--- src/rtl/gray_pkg.sv ---
// gray_pkg: shared Gray-code types, conversions and active-low hex segment table
package gray_pkg;
  typedef logic [3:0] nibble_t;
  localparam logic [6:0] SEG7_HEX [16] = '{
    7'h01, 7'h4F, 7'h12, 7'h06, 7'h4C, 7'h24, 7'h20, 7'h0F,
    7'h00, 7'h04, 7'h08, 7'h60, 7'h31, 7'h42, 7'h30, 7'h38
  };
  function automatic nibble_t gray2bin(nibble_t g);
    nibble_t b;
    b[3] = g[3];
    for (int i = 2; i >= 0; i--) b[i] = b[i+1] ^ g[i];
    return b;
  endfunction
  function automatic nibble_t bin2gray(nibble_t b);
    return b ^ (b >> 1);
  endfunction
endpackage

--- src/rtl/gray_rx_decoder_if.sv ---
// gray_rx_decoder_if: input word, status pulses and segment outputs of the Gray receiver
// Optional pos_count signal present when GRAY_RX_POSCNT_EN is defined.
interface gray_rx_decoder_if #(parameter int W = 4);
  logic [W-1:0] gray_in;
  logic         clear_err;
  logic [W-1:0] bin_out;
  logic         bin_valid;
  logic         dir_up;
  logic         dir_down;
  logic         err_jump;
  logic         a_seg, b_seg, c_seg, d_seg, e_seg, f_seg, g_seg;
`ifdef GRAY_RX_POSCNT_EN
  logic [7:0]   pos_count;
`endif
  modport master (
    output gray_in, clear_err,
    input  bin_out, bin_valid, dir_up, dir_down, err_jump,
    input  a_seg, b_seg, c_seg, d_seg, e_seg, f_seg, g_seg
`ifdef GRAY_RX_POSCNT_EN
    , input pos_count
`endif
  );
  modport slave (
    input  gray_in, clear_err,
    output bin_out, bin_valid, dir_up, dir_down, err_jump,
    output a_seg, b_seg, c_seg, d_seg, e_seg, f_seg, g_seg
`ifdef GRAY_RX_POSCNT_EN
    , output pos_count
`endif
  );
endinterface

--- src/rtl/gray_rx_decoder_seg7.sv ---
// seg7_hex_decoder: nibble to active-low {a,b,c,d,e,f,g} hex pattern
module seg7_hex_decoder
  import gray_pkg::*;
(
  input  nibble_t    nib_i,
  output logic [6:0] seg_o
);
  assign seg_o = SEG7_HEX[nib_i];
endmodule

--- src/rtl/gray_rx_decoder.sv ---
// gray_rx_decoder: synchronize, debounce and decode a Gray word; classify steps; drive hex digit
// Define GRAY_RX_POSCNT_EN to add an 8-bit signed-step position counter (pos_count).
module gray_rx_decoder
  import gray_pkg::*;
#(
  parameter int W               = 4,
  parameter int DEBOUNCE_CYCLES = 50000,
  parameter int CNT_W           = $clog2(DEBOUNCE_CYCLES)
) (
  input logic               clk,
  input logic               rst_n,
  gray_rx_decoder_if.slave  bus
);
  localparam logic [CNT_W-1:0] CNT_MAX = CNT_W'(DEBOUNCE_CYCLES - 1);
  logic [W-1:0]     s1_q, s2_q, cand_q, stable_q, bin_q, bin_d;
  logic [CNT_W-1:0] cnt_q;
  logic             valid_q, up_q, down_q, err_q;
  logic             commit_d, up_d, down_d;
  logic [6:0]       seg;
`ifdef GRAY_RX_POSCNT_EN
  logic [7:0]       pos_q;
  assign bus.pos_count = pos_q;
`endif
  always_comb begin
    bin_d[W-1] = cand_q[W-1];
    for (int i = W - 2; i >= 0; i--) bin_d[i] = bin_d[i+1] ^ cand_q[i];
    commit_d = (s2_q == cand_q) && (cnt_q == CNT_MAX) && (cand_q != stable_q);
    up_d     = bin_d == bin_q + W'(1);
    down_d   = bin_d == bin_q - W'(1);
  end
  always_ff @(posedge clk or negedge rst_n) begin
    if (!rst_n) begin
      s1_q     <= '0;
      s2_q     <= '0;
      cand_q   <= '0;
      stable_q <= '0;
      cnt_q    <= '0;
      bin_q    <= '0;
      valid_q  <= 1'b0;
      up_q     <= 1'b0;
      down_q   <= 1'b0;
      err_q    <= 1'b0;
`ifdef GRAY_RX_POSCNT_EN
      pos_q    <= '0;
`endif
    end else begin
      s1_q    <= bus.gray_in;
      s2_q    <= s1_q;
      cand_q  <= s2_q;
      cnt_q   <= (s2_q != cand_q) ? '0 : (cnt_q < CNT_MAX) ? cnt_q + CNT_W'(1) : cnt_q;
      valid_q <= commit_d;
      up_q    <= commit_d && up_d;
      down_q  <= commit_d && down_d;
      // A jump on the same edge as clear_err must still be reported
      err_q   <= (commit_d && !up_d && !down_d) ? 1'b1 : bus.clear_err ? 1'b0 : err_q;
      if (commit_d) begin
        stable_q <= cand_q;
        bin_q    <= bin_d;
`ifdef GRAY_RX_POSCNT_EN
        pos_q    <= pos_q + (up_d ? 8'd1 : down_d ? 8'hFF : 8'd0);
`endif
      end
    end
  end
  seg7_hex_decoder u_seg (.nib_i(bin_q), .seg_o(seg));
  assign bus.bin_out   = bin_q;
  assign bus.bin_valid = valid_q;
  assign bus.dir_up    = up_q;
  assign bus.dir_down  = down_q;
  assign bus.err_jump  = err_q;
  assign {bus.a_seg, bus.b_seg, bus.c_seg, bus.d_seg, bus.e_seg, bus.f_seg, bus.g_seg} = seg;
endmodule

--- src/flat_wrapper.sv ---
// flat-port wrapper written by rule: the top's interface ports become plain ports
module gray_rx_decoder_flat import gray_pkg::*;
#(
  parameter int W               = 4,
  parameter int DEBOUNCE_CYCLES = 50000,
  parameter int CNT_W           = $clog2(DEBOUNCE_CYCLES)
)
  (clk, rst_n, bus_gray_in, bus_clear_err, bus_bin_out, bus_bin_valid, bus_dir_up, bus_dir_down, bus_err_jump, bus_a_seg, bus_b_seg, bus_c_seg, bus_d_seg, bus_e_seg, bus_f_seg, bus_g_seg);
  gray_rx_decoder_if #(.W(W)) bus_i ();
  input logic clk;
  input logic rst_n;
  input wire logic [$bits(bus_i.gray_in)-1:0] bus_gray_in;
  input wire logic [$bits(bus_i.clear_err)-1:0] bus_clear_err;
  output wire logic [$bits(bus_i.bin_out)-1:0] bus_bin_out;
  output wire logic [$bits(bus_i.bin_valid)-1:0] bus_bin_valid;
  output wire logic [$bits(bus_i.dir_up)-1:0] bus_dir_up;
  output wire logic [$bits(bus_i.dir_down)-1:0] bus_dir_down;
  output wire logic [$bits(bus_i.err_jump)-1:0] bus_err_jump;
  output wire logic [$bits(bus_i.a_seg)-1:0] bus_a_seg;
  output wire logic [$bits(bus_i.b_seg)-1:0] bus_b_seg;
  output wire logic [$bits(bus_i.c_seg)-1:0] bus_c_seg;
  output wire logic [$bits(bus_i.d_seg)-1:0] bus_d_seg;
  output wire logic [$bits(bus_i.e_seg)-1:0] bus_e_seg;
  output wire logic [$bits(bus_i.f_seg)-1:0] bus_f_seg;
  output wire logic [$bits(bus_i.g_seg)-1:0] bus_g_seg;
  assign bus_i.gray_in = bus_gray_in;
  assign bus_i.clear_err = bus_clear_err;
  assign bus_bin_out = bus_i.bin_out;
  assign bus_bin_valid = bus_i.bin_valid;
  assign bus_dir_up = bus_i.dir_up;
  assign bus_dir_down = bus_i.dir_down;
  assign bus_err_jump = bus_i.err_jump;
  assign bus_a_seg = bus_i.a_seg;
  assign bus_b_seg = bus_i.b_seg;
  assign bus_c_seg = bus_i.c_seg;
  assign bus_d_seg = bus_i.d_seg;
  assign bus_e_seg = bus_i.e_seg;
  assign bus_f_seg = bus_i.f_seg;
  assign bus_g_seg = bus_i.g_seg;
  gray_rx_decoder #(.W(W), .DEBOUNCE_CYCLES(DEBOUNCE_CYCLES), .CNT_W(CNT_W)) u_core (.clk(clk), .rst_n(rst_n), .bus(bus_i));
endmodule
--- config.mk ---
export PLATFORM = sky130hd
export DESIGN_NAME = gray_rx_decoder_flat
export DESIGN_NICKNAME = d
export VERILOG_FILES = /design/src/rtl/gray_pkg.sv /design/src/rtl/gray_rx_decoder_if.sv /design/src/rtl/gray_rx_decoder_seg7.sv /design/src/rtl/gray_rx_decoder.sv /design/src/flat_wrapper.sv
export SDC_FILE = /design/constraint.sdc
export NUM_CORES = 1
export LEC_CHECK = 0
export CORE_MARGIN = 2
export CORE_UTILIZATION = 35
export CTS_BUF_LIST = sky130_fd_sc_hd__clkbuf_16
export DETAILED_ROUTE_END_ITERATION = 12
export MAX_ROUTING_LAYER = met4
export PLACE_DENSITY = 0.56
export SLEW_MARGIN = 20
export SYNTH_ARGS = -nofsm -noshare
export SYNTH_HDL_FRONTEND = slang
export SYNTH_SLANG_ARGS = --single-unit
export TNS_END_PERCENT = 20
--- constraint.sdc ---
create_clock -name clk -period 5.9 [get_ports clk]
set_input_delay 1.18 -clock clk [delete_from_list [all_inputs] [get_ports clk]]
set_output_delay 1.18 -clock clk [all_outputs]
set_load 0.1 [all_outputs]
* Word-level counts from Yosys, hierarchy flattened
Memories as Yosys holds them, arrays and structs flattened. Cells that the tools add are included. Widths: inputs -> output; s select.
Word-level totals: output and inout port bits 15, bits in registers 40, bits in read-only memories 112, memories 1, bits of input ports 7, logic and storage cells 42, memory bits (writable) 0, bits in latches 0
Operators by class: shift-type cells 0, $add $sub $neg 3, mux-type cells 6, $mul 0, bitwise gates (word level) 4, order comparisons 2, eq/ne operators 6, div/mod/pow operators 0, reduce and logical (&&, ||, !) cells 10
Memory list:
- (no name shown) | words 16, bits a word 7, rd ports 1, clocked after memory_dff 0, wr ports 0, RTL line gray_rx_decoder_seg7.sv:8 | assign seg_o = SEG7_HEX[nib_i];
Operator list (number):
- $mux 16 | 2
- $add 16x1->16 const B | 1
- $eq 16x16->1 const B | 1
- $lt 16x16->1 const B | 1
- $mux 7 | 2
- $eq 4x4->1 | 3
- $ne 4x4->1 | 2
- $logic_and 1x1->1 | 6
- $ge 5x5->1 const B | 1
- $not 4->5 | 1
- $add 4x1->4 const B | 1
- $reduce_bool 2->1 | 2
- $sub 4x1->4 const B | 1
- $xor 1x1->1 | 3
- $logic_not 1->1 | 2
- $mux 1 | 2

* Logic depth before layout (Yosys ltp)
Gate-level depths: netlist of the first run.
depth after elaboration 8, gate-level depth with buffers 8, mapped depth without buffers 7

* Modules after synthesis
A second synthesis of the first run with hierarchy kept.
Unflattened totals: cells, all modules 209, area total of the unflattened synthesis 2264.7 µm²
By module, submodules not included:
- gray_rx_decoder | cells an instance 174, sequential area each 975.9 µm², instances 1, area an instance 2016.9 µm²
- seg7_hex_decoder | cells an instance 35, sequential area each 0.0 µm², instances 1, area an instance 247.7 µm²

* Worst setup path after synthesis of the first run
No wires, ideal clock.
path kind register to output, start point register u_core.bin_q[0] (netlist: u_core.bus.bin_out[0]), end point output port bus_f_seg, data arrival time 3.822 ns, cell stages (with the launch flop) 6, data required time 4.720 ns, setup slack 0.898 ns, cell sequence dfrtp_1 buf_2 inv_1 ha_1 o21a_1 o21ai_0
On the way: word-level cells in the longest chain between the ends 4
Ends and longest elaborated chain:
- start, declared | RTL line gray_rx_decoder.sv:15 | logic [W-1:0] s1_q, s2_q, cand_q, stable_q, bin_q, bin_d;
- start signal, assigned | RTL line gray_rx_decoder.sv:58 | bin_q <= bin_d;
- $not 4->5 (not written as such) | RTL line gray_rx_decoder_seg7.sv:8
- $mem_v2 16x7
- $mux 7 (not written as such) (2 in series) | RTL line gray_rx_decoder_seg7.sv:8
- end, declared | RTL line flat_wrapper.sv:24 | output wire logic [$bits(bus_i.f_seg)-1:0] bus_f_seg;
No other way between the ends. The select of a mux whose other input is x is not followed.

* Worst setup path in the final report of the first run
start point register u_core.bin_q[0] (netlist: u_core.bus.bin_out[0]), end point output port bus_d_seg
On the way: word-level cells in the longest chain between the ends 4
Ends and longest elaborated chain:
- $not 4->5 (not written as such) | RTL line gray_rx_decoder_seg7.sv:8
- $mem_v2 16x7
- $mux 7 (not written as such) (2 in series) | RTL line gray_rx_decoder_seg7.sv:8
- end, declared | RTL line flat_wrapper.sv:22 | output wire logic [$bits(bus_i.d_seg)-1:0] bus_d_seg;
No other way between the ends. The select of a mux whose other input is x is not followed.

==> qor.yml, run 1 <==
outcome:
  status: "finished clean"
global_route:
  antenna_found_initial: 0
  grt.total_usage_pct: 12.9
  grt_max_degree: 40
  grt_pass1_wl_mm: 7.22
  grt_pass1_vias: 1509
  globalRouteOverflowTotal: 0
sta:
  finalSetupViolations: 0
  fin_crit_ns: 4.01
  max_freq_mhz: 250
  slew_headroom_pct: 34.4
  fin_setup_tns_ns: 0
  hold_slack_ns: 0.349
  fin_ws_ns: 1.89
  period_share_pct: 67.9
  drv_slew: 0
  fin_skew_ns: 0.00697
  hold_viol: 0
  tightest_slew_ns: 0.982
  rsz0062_at_grt: "no"
logic_synthesis:
  synth-xor-area-share_pct: 7.51
  synth-async-reset-ratio_pct: 100
  synth_fa_ha_area_share_pct: 3.98
  yosysSeqAreaShare_pct: 44.4
  synth_flop_cell: "dfrtp_1"
  synth_fp_nets: 227
  synth_warnings: 0
  synth_seq_cells: 39
  syn_area_um2: 2200
  synth_edf_count: 0
  synth.avg_cell_area_um2: 10.3
  synthMuxAreaShare_pct: 6.83
  synth_compound_area_share_pct: 15.9
  synth_top_family_by_area: "simple AND/OR/NAND/NOR gates"
  syn-instance-count: 213
  synth.distinct_cells: 51
  synth-simple-area-share_pct: 17.2
clocking:
  htreeDepth: 2
  cts_root_buf: "clkbuf_16"
  holdBufCountCts: 0
  post_cts_buffers: 0
  clock_latency_ns: 0.28
  clk_path_buf_depth: 2
  clkTransAtPathRegs_ns: 0.06
  cts_inserted_buffers: 5
  cts_tree: "yes"
  clock-sinks: 39
  ctsResizeCount: 0
job:
  maxCapViolCount: 0
critical_path:
  crit_top_cell: "inv_1"
  cp_num_buf_inv: 3
  cp_data_required_time_ns: 4.72
  worst-setup-path-type: "reg2out"
  crit_chain: "inv_1 -> ha_1 -> inv_1 -> a211oi_1 -> a31oi_1 -> clkdlybuf4s50_1"
  critPathTopFamily: "buffers and inverters"
  cp_max_fo: 10
  end_kind: "primary output"
  critical_path.max_stage_delay_ns: 1.15
  cp.arrival_ns: 2.83
  crit_path_top_delay_cell: "clkdlybuf4s50_1"
  start_kind: "flop"
die:
  ios: 22
  fp.dieW_um: 83.3
  core-area_um2: 5990
  num_rows: 28
  die_y_um: 83.3
  die_area_um2: 6930
  start_util_pct: 36.7
place:
  dp.cells: 295
  hpwl_mm: 2.84
  globalplace.congestion: 0.774
  placed_cell_area_um2: 2430
  port_buffers: 21
  placement.setup.worst_slack_ns: 2.20
hold_path:
  hp-class: "reg2reg"
layout:
  design_area_um2: 2580
  drive_above_1_share_pct: 7.02
  fillers: 580
  antennaDiodeCount: 0
  area_growth_pct: 17.4
  finalNetCount: 241
  fin_cells: 303
  multi_input_comb_area_um2: 1130
  final_common_cell: "dfrtp_1"
  layout_common_cells: "dfrtp_1, clkdlybuf4s50_1, nand2_1, xnor2_1"
  seq_area_um2: 976
drt:
  wl_met2_mm: 1.73
  drt-total-wl_mm: 4.01
  wire_per_inst_um: 13.2
  antenna_left: 0
  via_per_inst: 5.33
  drc: 0
  via_count: 1616
  drtIter0Drc: 105
  firstDrtPassIters: 4
  m1WireLength_mm: 2.10
  dr_wl_met3_um: 153
  dr.max_layer_used: "met4"
power_and_ir_drop:
  p_leak_nw: 1.03
  powerDensity_nw_per_um2: 220
  ir_worst_vdd_mv: 0.143
-- synthesized netlist by cell type (4+ instances only) --
cell,instances,area [um^2]
inv_1,5,18.8
ha_1,7,87.6
nand3_1,7,35.0
or3_1,5,31.3
a21oi_1,12,60.1
a2111o_1,4,45.0
a211oi_1,4,30.0
and4_1,7,61.3
nand2_1,19,71.3
mux2i_1,6,60.1
mux2_1,6,67.6
o21ai_1,4,20.0
o21ai_0,12,60.1
nand4_1,4,25.0
nand2b_1,4,25.0
xnor2_1,13,114
clkbuf_1,8,30.0
dfrtp_1,39,976
-- flip-flops by register name, summed over array words and instances (netlist names) --
| register | cells |
|---|---|
| u_core.s1_q | 4 |
| u_core.bus.dir_up | 1 |
| u_core.bus.bin_out | 4 |
| u_core.stable_q | 3 |
| u_core.s2_q | 4 |
| u_core.cnt_q | 16 |
| u_core.bus.err_jump | 1 |
| u_core.bus.dir_down | 1 |
| u_core.bus.bin_valid | 1 |
| u_core.cand_q | 4 |
-- report_power, final --
group | switching (mW) | internal [mW] | leakage [nW]
Clock | 0.107 | 0.158 | 0.0700
Combinational | 0.0148 | 0.0121 | 0.443
Sequential | 0.00452 | 0.272 | 0.517
Total | 0.127 | 0.442 | 1.03
-- metal layers --
metal  vias up  track usage [%]
met2        24             18.8
met3         5             3.88
met4         0             1.79
met5         -                -
li1        811                -
met1       776             18.1
-- worst register-to-register path, stage by stage, from the launching register on --
cell and delay (ns):
dfrtp_1 0.52, inv_1 0.16, ha_1 0.27, ha_1 0.30
xor2_1 0.15, or4_1 0.41, a22oi_1 0.27, o32ai_1 0.11
-- final timing paths --
kind	endpoint	cells after the start	startpoint	slack, ns
max in group asynchronous	u_core.stable_q[0]$_DFFE_PN0P_	1	rst_n	4.35
min in group asynchronous	u_core.cnt_q[12]$_DFFE_PN0P_	1	rst_n	1.01
min reg2reg	u_core.s2_q[3]$_DFF_PN0_	0	u_core.s1_q[3]$_DFF_PN0_	0.35
min	u_core.s2_q[3]$_DFF_PN0_	0	u_core.s1_q[3]$_DFF_PN0_	0.35
max	bus_d_seg	6	u_core.bus.bin_out[0]$_DFFE_PN0P_	1.89
max reg2reg	u_core.bus.err_jump$_DFFE_PN0P_	7	u_core.bus.bin_out[0]$_DFFE_PN0P_	3.56
-- through the flow --
step / power, mW / util [%]
2_1_floorplan: 0.298 / -
3_3_place_gp: 0.309 / 40.6
3_5_place_dp: 0.309 / 40.6
4_1_cts: 0.579 / 43.1
5_1_grt: 0.597 / 43.1
6_report: 0.569 / 43.1
-- area by class of cell --
class	instances	area share, %
multi-input cells	154	43.9
flip-flops and latches	39	37.8
repair buffers	21	7.95
clock buffers	5	4.85
well taps	75	3.64
clock inverters	3	0.970
inverters	6	0.873
-- cells by family (layout without fill, tap and decap cells) --
kind of cell	Yosys count	count (layout)
AOI/OAI and AO/OA	52	52
xor gates and xnor gates	17	17
adders and majority gates	7	7
buffers and inverters	20	35
DFF	39	39
muxes	14	14
and+or+nand+nor	64	64
Note: power is estimated with default switching activity, not from simulation.
==> run 2: changes to the inputs <==
==> constraint.sdc (replaced) <==
create_clock -name clk -period 3.96 [get_ports clk]
set_input_delay 0.792 -clock clk [delete_from_list [all_inputs] [get_ports clk]]
set_output_delay 0.792 -clock clk [all_outputs]
set_load 0.1 [all_outputs]
==> run 2 against run 1 <==
Against the previous run: die area unchanged; worst hold slack got worse by 0.0020 ns; critical endpoint is now bus_bin_out[2]; total power increased by 48%.
==> qor.yml, run 2 (synthesis results as in run 1) <==
global_route:
  grt_pass1_wl_mm: 6.91  # -4.3%
  grt_pass1_vias: 1428  # -5.4%
  antenna_found_initial: 0  # unchanged
  grt.total_usage_pct: 12.3  # -0.58 points
  grt_max_degree: 40  # unchanged
  globalRouteOverflowTotal: 0  # unchanged
die:
  num_rows: 28  # unchanged
  ios: 22  # unchanged
  die_y_um: 83.3  # unchanged
  start_util_pct: 36.7  # unchanged
  fp.dieW_um: 83.3  # unchanged
  die_area_um2: 6930  # unchanged
  core-area_um2: 5990  # unchanged
place:
  port_buffers: 21  # unchanged
  globalplace.congestion: 0.770  # -0.47%
  dp.cells: 295  # unchanged
  hpwl_mm: 2.79  # -1.7%
sta:
  slew_headroom_pct: 35.8  # +1.4 points
  fin_crit_ns: 3.02
  fin_skew_ns: 0.00431  # -0.00266 ns
  rsz0062_at_grt: "no"
  drv_slew: 0  # unchanged
  max_freq_mhz: 331
  period_share_pct: 76.2
  hold_viol: 0  # unchanged
  finalSetupViolations: 0  # unchanged
  tightest_slew_ns: 0.960  # -0.0212 ns
drt:
  firstDrtPassIters: 4  # unchanged
  drtIter0Drc: 77  # -27%
  antenna_left: 0  # unchanged
  wire_per_inst_um: 13.2  # -0.30%
  via_count: 1590  # -1.6%
  via_per_inst: 5.25  # -1.6%
  drc: 0  # unchanged
  drt-total-wl_mm: 4.00  # -0.30%
critical_path:
  end_kind: "primary output"
  crit_start: "u_core.bus.bin_out[2]$_DFFE_PN0P_"
  cp.arrival_ns: 2.23  # -0.60 ns
  critPathTopFamily: "buffers and inverters"
  cp_data_required_time_ns: 3.17  # -1.55 ns
  crit_path_top_delay_cell: "clkdlybuf4s50_1"
  worst-setup-path-type: "reg2out"
  cp_max_fo: 21  # +11
  cp_num_buf_inv: 1  # -2
  crit_chain: "clkdlybuf4s50_1"
  start_kind: "flop"
  critical_path.max_stage_delay_ns: 1.24  # +0.09 ns
  rr_startpoint: "u_core.bus.bin_out[0]$_DFFE_PN0P_"
clocking:
  ctsResizeCount: 0  # unchanged
  cts_inserted_buffers: 5  # unchanged
  holdBufCountCts: 0  # unchanged
  post_cts_buffers: 0  # unchanged
  clock-sinks: 39  # unchanged
  htreeDepth: 2  # unchanged
  clk_path_buf_depth: 2  # unchanged
  clkTransAtPathRegs_ns: 0.06  # about the same
  clock_latency_ns: 0.27  # about the same
  cts_root_buf: "clkbuf_16"
  cts_tree: "yes"
layout:
  fin_cells: 303  # unchanged
  layout_common_cells: "dfrtp_1, nand2_1, xnor2_1, clkdlybuf4s50_1, a21oi_1"
  largest_reg_flops: 16  # unchanged
  seq_area_um2: 976  # unchanged
  final_common_cell: "dfrtp_1"
  antennaDiodeCount: 0  # unchanged
  multi_input_comb_area_um2: 1130  # unchanged
  finalNetCount: 241  # unchanged
  fillers: 558  # -3.8%
  area_growth_pct: 16.6
  largest-register: "u_core.cnt_q"
  drive_above_1_share_pct: 10.1  # +3.1 points
power_and_ir_drop:
  power_mw: 0.842  # +48%
  ir_worst_vdd_mv: 0.229  # +60%
  powerDensity_nw_per_um2: 329  # +49%
  p_leak_nw: 1.04  # +1.2%
hold_path:
  min_from: "u_core.s1_q[3]$_DFF_PN0_"
  hp-class: "reg2reg"
outcome:
  status: "finished clean"
job:
  maxCapViolCount: 0  # unchanged
## run 2: power breakdown
| group | total [mW] | internal [mW] | switching [mW] |
|---|---|---|---|
| clock | 0.390 | 0.235 | 0.155 |
| sequential | 0.412 | 0.405 | 0.00686 |
| combinational | 0.0399 | 0.0180 | 0.0219 |
| total | 0.842 | 0.658 | 0.184 |
## run 2: cell type report
cell class	count	area share, %
flip-flops and latches	39	38.1
inverters	6	0.879
well taps	75	3.66
clock buffers	5	4.88
clock inverters	3	0.977
multi-input cells	154	44.2
repair buffers	21	7.32
## run 2: stage by stage
stage / setup WS, ns / utilization [%] / setup TNS [ns] / instance area [um^2] / hold WS, ns
4_1_cts: 0.927 / 42.8 / 0 / 2560 / 0.349
3_3_place_gp: 1.25 / 40.3 / 0 / 2410 / 0.331
3_5_place_dp: 1.22 / 40.3 / 0 / 2410 / 0.335
5_1_grt: 0.811 / 42.8 / 0 / 2560 / 0.356
6_report: 0.941 / 42.8 / 0 / 2560 / 0.347
2_1_floorplan: -0.653 / - / -1.76 / 2200 / 0.331
## run 2: path summary, 6_finish.rpt
path                       cells after the start                               to  slack, ns
setup / recovery                               1                   bus_bin_out[2]       0.94
hold reg to reg                                0         u_core.s2_q[3]$_DFF_PN0_       0.35
setup reg to reg                               7  u_core.bus.err_jump$_DFFE_PN0P_       1.66
hold / removal                                 0         u_core.s2_q[3]$_DFF_PN0_       0.35
max in group asynchronous                      1       u_core.cand_q[1]$_DFF_PN0_       2.79
min in group asynchronous                      1     u_core.cnt_q[12]$_DFFE_PN0P_       0.63
## run 2: routing by layer
metal | part of all wire, % | vias to the layer above | track usage, %
met2 | 43 | 17 | 16.8
met3 | 2.7 | 2 | 3.08
met5 | 0 | - | -
met1 | 54 | 763 | 18.3
met4 | 0.48 | 0 | 2.68
li1 | - | 808 | -
## run 2: worst reg2reg max path, stage by stage, from the launching register on
cell,delay [ns]
dfrtp_1,0.54
inv_1,0.16
ha_1,0.27
ha_1,0.30
xor2_1,0.16
or4_1,0.40
a22oi_1,0.25
o32ai_1,0.10
